[src/rtl/intc_resp.sv]
// Interrupt responder: captures timer/external request edges, arbitrates, raises irq_req/irq_cause and acks on trap.
// Optional macro INTC_SYNC_EN inserts a 2-flop synchronizer on each request input ahead of edge capture.
module intc_resp #(
  parameter int TIMER_CAUSE = 7,
  parameter int EXT_CAUSE   = 11,
  parameter int ACK_WIDTH   = 1
) (
  input  logic        clk,
  input  logic        rstn,
  input  logic        timer_int,
  input  logic        external_int,
  input  logic        mie_glb,
  input  logic        mtie,
  input  logic        meie,
  input  logic        trap_taken,
  input  logic        mret,
  output logic        irq_req,
  output logic [31:0] irq_cause,
  output logic        timer_int_ack,
  output logic        ext_int_ack,
  output logic        in_handler
);

  localparam logic [3:0] TIMER_C4 = 4'(TIMER_CAUSE);
  localparam logic [3:0] EXT_C4   = 4'(EXT_CAUSE);
  localparam logic [3:0] ACK_W4   = 4'(ACK_WIDTH);

  typedef enum logic [1:0] {IDLE, REQ, ACK, HANDLER} state_e;

  state_e      state_q, state_d;
  logic [1:0]  src;          // bit 0 = timer, bit 1 = external
  logic [1:0]  prev_q, prev_d;
  logic [1:0]  pend_q, pend_d;
  logic [1:0]  rise, clr;
  logic        sel_q, sel_d;  // 0 = timer, 1 = external
  logic [31:0] cause_q, cause_d;
  logic [3:0]  cnt_q, cnt_d;
  logic        mret_seen_q, mret_seen_d;
  logic        elig_t, elig_e, sel_en;

`ifdef INTC_SYNC_EN
  logic [1:0] sync1_q, sync2_q;

  always_ff @(posedge clk or negedge rstn) begin
    if (!rstn) begin
      sync1_q <= 2'b00;
      sync2_q <= 2'b00;
    end else begin
      sync1_q <= {external_int, timer_int};
      sync2_q <= sync1_q;
    end
  end

  assign src = sync2_q;
`else
  assign src = {external_int, timer_int};
`endif

  always_comb begin
    rise        = src & ~prev_q;
    prev_d      = src;
    elig_t      = mie_glb & mtie & pend_q[0];
    elig_e      = mie_glb & meie & pend_q[1];
    sel_en      = sel_q ? meie : mtie;
    state_d     = state_q;
    sel_d       = sel_q;
    cause_d     = cause_q;
    cnt_d       = cnt_q;
    mret_seen_d = mret_seen_q;
    clr         = 2'b00;

    case (state_q)
      IDLE: begin
        mret_seen_d = 1'b0;
        if (elig_t | elig_e) begin
          sel_d   = elig_e;
          cause_d = {1'b1, 27'b0, (elig_e ? EXT_C4 : TIMER_C4)};
          state_d = REQ;
        end
      end
      REQ: begin
        // trap_taken outranks a same-cycle enable drop
        if (trap_taken) begin
          clr         = sel_q ? 2'b10 : 2'b01;
          cnt_d       = ACK_W4;
          mret_seen_d = 1'b0;
          state_d     = ACK;
        end else if (!mie_glb || !sel_en) begin
          state_d = IDLE;
        end
      end
      ACK: begin
        if (mret) mret_seen_d = 1'b1;
        if (cnt_q == 4'd1) begin
          cnt_d   = 4'd0;
          state_d = (mret_seen_q | mret) ? IDLE : HANDLER;
        end else begin
          cnt_d = cnt_q - 4'd1;
        end
      end
      HANDLER: begin
        if (mret) state_d = IDLE;
      end
      default: state_d = IDLE;
    endcase

    // a new edge in the same cycle as the clear keeps the request pending
    pend_d = (pend_q & ~clr) | rise;
  end

  always_ff @(posedge clk or negedge rstn) begin
    if (!rstn) begin
      state_q     <= IDLE;
      prev_q      <= 2'b00;
      pend_q      <= 2'b00;
      sel_q       <= 1'b0;
      cause_q     <= 32'd0;
      cnt_q       <= 4'd0;
      mret_seen_q <= 1'b0;
    end else begin
      state_q     <= state_d;
      prev_q      <= prev_d;
      pend_q      <= pend_d;
      sel_q       <= sel_d;
      cause_q     <= cause_d;
      cnt_q       <= cnt_d;
      mret_seen_q <= mret_seen_d;
    end
  end

  assign irq_req       = (state_q == REQ);
  assign irq_cause     = cause_q;
  assign timer_int_ack = (state_q == ACK) && !sel_q;
  assign ext_int_ack   = (state_q == ACK) && sel_q;
  assign in_handler    = (state_q == ACK) || (state_q == HANDLER);

endmodule

[config.mk]
export PLATFORM = sky130hd
export DESIGN_NAME = intc_resp
export DESIGN_NICKNAME = d
export VERILOG_FILES = /design/src/rtl/intc_resp.sv
export SDC_FILE = /design/constraint.sdc
export NUM_CORES = 1
export LEC_CHECK = 0
export BUFFER_PORTS_ARGS = -buffer_cell sky130_fd_sc_hd__buf_4
export CORE_MARGIN = 5
export CORE_UTILIZATION = 48
export CTS_CLUSTER_DIAMETER = 40
export DETAILED_ROUTE_END_ITERATION = 10
export PLACE_DENSITY = 0.86
export SETUP_SLACK_MARGIN = 0.2
export SLEW_MARGIN = 20
export SYNTH_ARGS = -nofsm -noshare
export SYNTH_HDL_FRONTEND = slang
export SYNTH_SLANG_ARGS = --single-unit
[constraint.sdc]
create_clock -name clk -period 4.47 [get_ports clk]
set_input_delay 0.2235 -clock clk [delete_from_list [all_inputs] [get_ports clk]]
set_output_delay 0.2235 -clock clk [all_outputs]
set_load 0.005 [all_outputs]
---- After elaboration in Yosys (flattened, before gate mapping) ----
Cells that the tools add are included.
cells by class
  add/subtract/negate cells ............... 1
  equality and inequality tests ........... 10
  mux-type cells .......................... 18
  bitwise operators ....................... 11
  reduce and logical (&&, ||, !) cells .... 14
operators with widths
  operator                                                                  count
  2-bit two-way mux                                                         9
  4-bit two-way mux                                                         3
  2-bit inequality test (second input constant)                             5
  2-bit one-hot mux with 4 select lines                                     1
  4-bit one-hot mux with 2 select lines                                     1
  1-bit bitwise AND                                                         4
  2-bit bitwise AND                                                         2
  2-bit == test (second input constant)                                     2
  4-bit by 1-bit == test with 1-bit output (second input constant)          1
  2-bit NOT                                                                 2
  2-bit AND reduction                                                       2
  4-bit AND reduction                                                       1
  4-bit by 1-bit subtractor with 4-bit output (second input constant)       1
  1-bit logical NOT                                                         3
  1-bit two-way mux                                                         3
  3-bit by 2-bit inequality test with 1-bit output (second input constant)  1
  1-bit one-hot mux with 3 select lines                                     1
  3-bit AND reduction                                                       1
  3-bit nonzero test                                                        1
  2-bit by 1-bit == test with 1-bit output (second input constant)          1
  1-bit logical AND                                                         2
  2-bit logical NOT                                                         1
  1-bit logical OR                                                          2
  1-bit bitwise OR                                                          2
  2 further kinds                                                           2
storage, ports and cells
  register bits after elaboration ......... 17
  bits of input ports ..................... 9
  output and inout bits ................... 36
  logic and storage cells ................. 61

---- Depth between registers and ports, before layout ----
  depth after elaboration ................. 6
  depth in mapped cells ................... 5
  depth with buffers taken out ............ 5

---- Least setup slack after synthesis ----
Ideal clock, no wire load.
  kind .................................... flip-flop to flip-flop
  from .................................... register cnt_q[1]
  to ...................................... register state_q[0]
  setup time .............................. 0.126 ns
  arrival ................................. 1.615 ns
  required time ........................... 4.344 ns
  slack ................................... 2.729 ns
  cell stages (with the launch flop) ...... 6
  path buffers ............................ 0
  period minus slack after synthesis ...... 1.741 ns
  path through ............................ dfrtp_1 inv_1 ha_1 or4b_1 a32o_1 o32a_1
between the ends
  longest elaborated chain between the ends .. 3
ends and longest elaborated chain
  what                                      RTL line  RTL
  from (decl)                               37        logic [3:0] cnt_q, cnt_d;
  from (signal assigned)                    126       cnt_q <= cnt_d;
  4-bit by 1-bit == test with 1-bit output  94        if (cnt_q == 4'd1) begin
  2-bit inequality test (no line)           n/a
  4-bit AND reduction (no line)             n/a
  to (signal assigned)                      121       state_q <= state_d;
  to (decl)                                 30        state_e state_q, state_d;
Every way passes these cells.
A chain may end at the register's enable or synchronous reset.

---- Final worst setup path ----
Same ends and word-level chain as after synthesis.

==> flow_summary.yaml <==
run_status:
  status: "finished clean"
die:
  core.rowCount: 15
  die_y_um: 54.0
  die_width_um: 54.0
  fp.coreArea_mm2: 0.00178
  io_pins: 45
  die_area_mm2: 0.00291
  start_util_pct: 52.0
layout:
  final_common_cell: "conb_1"
  mostFrequentLayoutCells: "conb_1 (27), buf_4 (17), dfrtp_1 (14), o21ai_0 (8), inv_1 (6)"
  fin_nets: 127
  fillerInstances: 168
  syn2layout_area_growth_pct: 6.07
  layout-drive-gt1-share_pct: 21.1
  diodes: 0
detailed_routing:
  ant_nets: 0
  vias: 651
  dr.pass1.iters: 4
  route.detailed.drc: 0
  detail_route.wl_per_cell_um: 10.9
  drt_first_iter_violations: 5
  routed_wl_um: 1510
  vias_per_cell: 4.68
sta:
  fmax_ghz: 0.552
  period_needed_ns: 1.81
  finClkSkew_ns: 0.00631
  tns_ns: 0
  rsz0062_at_grt: "false"
  worst-slew-pin-transition_ns: 0.773
  hold_violations: 0
  period_share_pct: 40.6
  layout_setup_ws_ns: 2.66
  setup_violations: 0
  max_slew_margin_pct: 47.7
  slew_viol_final: 0
clock_network:
  cts_inserted_buffers: 3
  post_cts_resized: 0
  cts_tree: "built"
  htreeDepth: 1
  postCtsHoldBufs: 1
  cts_num_sinks: 14
  postCtsSetupRepairBufs: 0
  clock_latency_ns: 0.28
  clk_pin_slew_worst_paths_ns: 0.08
  root_buffer: "clkbuf_4"
  cts_buffer_depth: 2
worst_setup_path:
  critPathTopFamily: "compound AO/OA/AOI/OAI gates"
  path_max_fanout: 4
  slowest_stage: "or4b_1"
  cp_data_arrival_time_ns: 1.98
  worst_setup_path_start_kind: "flip-flop"
  cpPeakStageDelay_ns: 0.46
  critPathBufInv: 1
  critPathRequiredTime_ns: 4.63
  criticalPathCategory: "reg -> reg"
  path_cells: "inv_1, ha_1, or4b_1, a32o_1, o32a_1"
  worstSetupEndpointType: "flip-flop"
yosys:
  syn_avg_cell_area_um2: 9.37
  synth_area_um2: 927
  syn_inst: 99
  yosysSeqAreaShare_pct: 37.8
  synth_warnings: 0
  synth.distinct_cells: 33
  synth_seq_cells: 14
power:
  power_mw: 0.519
  peakVddDrop_mv: 0.329
  powerDensity_mw_per_mm2: 528
  p_leak_nw: 0.487
placement:
  dpl.hpwl_um: 1220
  numPortBuffers: 17
  globalplace.congestion: 0.758
  dp_slack_ns: 2.66
global_routing:
  antenna_found_initial: 0
  grt_max_degree: 15
  grt_pass1_wl_um: 2310
  grt_usage_pct: 11.1
  grt.overflow.total: 0
  grt_pass1_vias: 564
min_path:
  hp-class: "in -> reg"
job:
  drv_cap: 0
[worst paths after layout]
path / slack [ns] / end / start / cells after the start
max: 2.66 / state_q[0] / cnt_q[1] / 5
min: 0.06 / prev_q[1] / external_int / 1
max reg2reg: 2.66 / state_q[0] / cnt_q[1] / 5
min reg2reg: 0.42 / pend_q[1] / prev_q[1] / 1
max in group asynchronous: 3.99 / pend_q[1] / rstn / 2
min in group asynchronous: 0.32 / state_q[0] / rstn / 2
[cell families (layout without fill, tap and decap cells)]
| family | after synthesis | count (layout) | share of synthesized area, % |
|---|---|---|---|
| AOI/OAI and AO/OA | 17 | 17 | 12.6 |
| adders and majority gates | 2 | 2 | 2.70 |
| and+or+nand+nor | 24 | 24 | 15.5 |
| DFF | 14 | 14 | 37.8 |
| other | 1 | 27 | 0.404 |
| muxes | 3 | 3 | 3.51 |
| buffers and inverters | 38 | 27 | 27.5 |
[synth_stat cells]
master | count | share of area [%]
or2_2 | 1 | 0.68
a211o_1 | 1 | 0.94
nand2_1 | 3 | 1.2
o21a_1 | 1 | 0.81
dfrtp_1 | 14 | 38
nor4b_1 | 1 | 0.94
nand3_1 | 4 | 2.2
ha_1 | 2 | 2.7
or4b_1 | 1 | 1.1
inv_1 | 6 | 2.4
clkbuf_1 | 2 | 0.81
nor3_1 | 1 | 0.54
o32a_1 | 1 | 1.1
nand2b_1 | 3 | 2.0
nor2_1 | 3 | 1.2
nor2b_1 | 1 | 0.68
mux2i_1 | 1 | 1.1
and2b_1 | 1 | 0.81
or4_1 | 1 | 0.81
buf_4 | 30 | 24
a22oi_1 | 1 | 0.81
a32o_1 | 1 | 1.1
o31a_1 | 1 | 0.94
nand3b_1 | 1 | 0.81
nor4bb_1 | 1 | 1.1
nor3b_1 | 1 | 0.81
o21ai_0 | 8 | 4.3
o31ai_1 | 1 | 0.81
mux2_2 | 2 | 2.4
a31o_2 | 1 | 0.94
and2_1 | 1 | 0.68
a211oi_1 | 1 | 0.81
conb_1 | 1 | 0.40
[registers in the layout, summed over array words and instances, names as in the netlist]
signal       cells
state_q          2
prev_q           2
pend_q           2
cnt_q            4
irq_cause        3
mret_seen_q      1
[report_power, final]
part | internal, mW | switching [mW] | total [mW]
combinational | 0.120 | 0.106 | 0.226
sequential | 0.173 | 0.0526 | 0.225
clock | 0.0312 | 0.0368 | 0.0680
total | 0.324 | 0.195 | 0.519
[cell type report]
type | instances | area (um^2) | share of cell area (%)
Multi-Input combinational cell | 73 | 419 | 42.6
Tap cell | 25 | 31.3 | 3.18
Sequential cell | 14 | 350 | 35.6
Timing Repair Buffer | 18 | 138 | 14.0
Clock buffer | 3 | 22.5 | 2.29
Inverter | 6 | 22.5 | 2.29
[routing by layer]
layer  GRT usage (%)  wire, um  vias up
met5               0         0        -
li1                -         -      311
met2            18.1       754       34
met1            12.2       555      304
met3            5.54       194        2
met4            4.68         8        0
[metrics by stage]
stage	hold slack [ns]	util [%]	instance area [um^2]	cells
5_1_grt	0.0432	55.2	983	139
2_1_floorplan	-0.0721	-	1020	125
4_1_cts	0.0551	55.2	983	139
3_5_place_dp	0.0828	53.3	951	135
3_3_place_gp	0.0799	53.3	951	135
6_report	0.0621	55.2	983	139
Note: power is estimated with default switching activity, not from simulation.
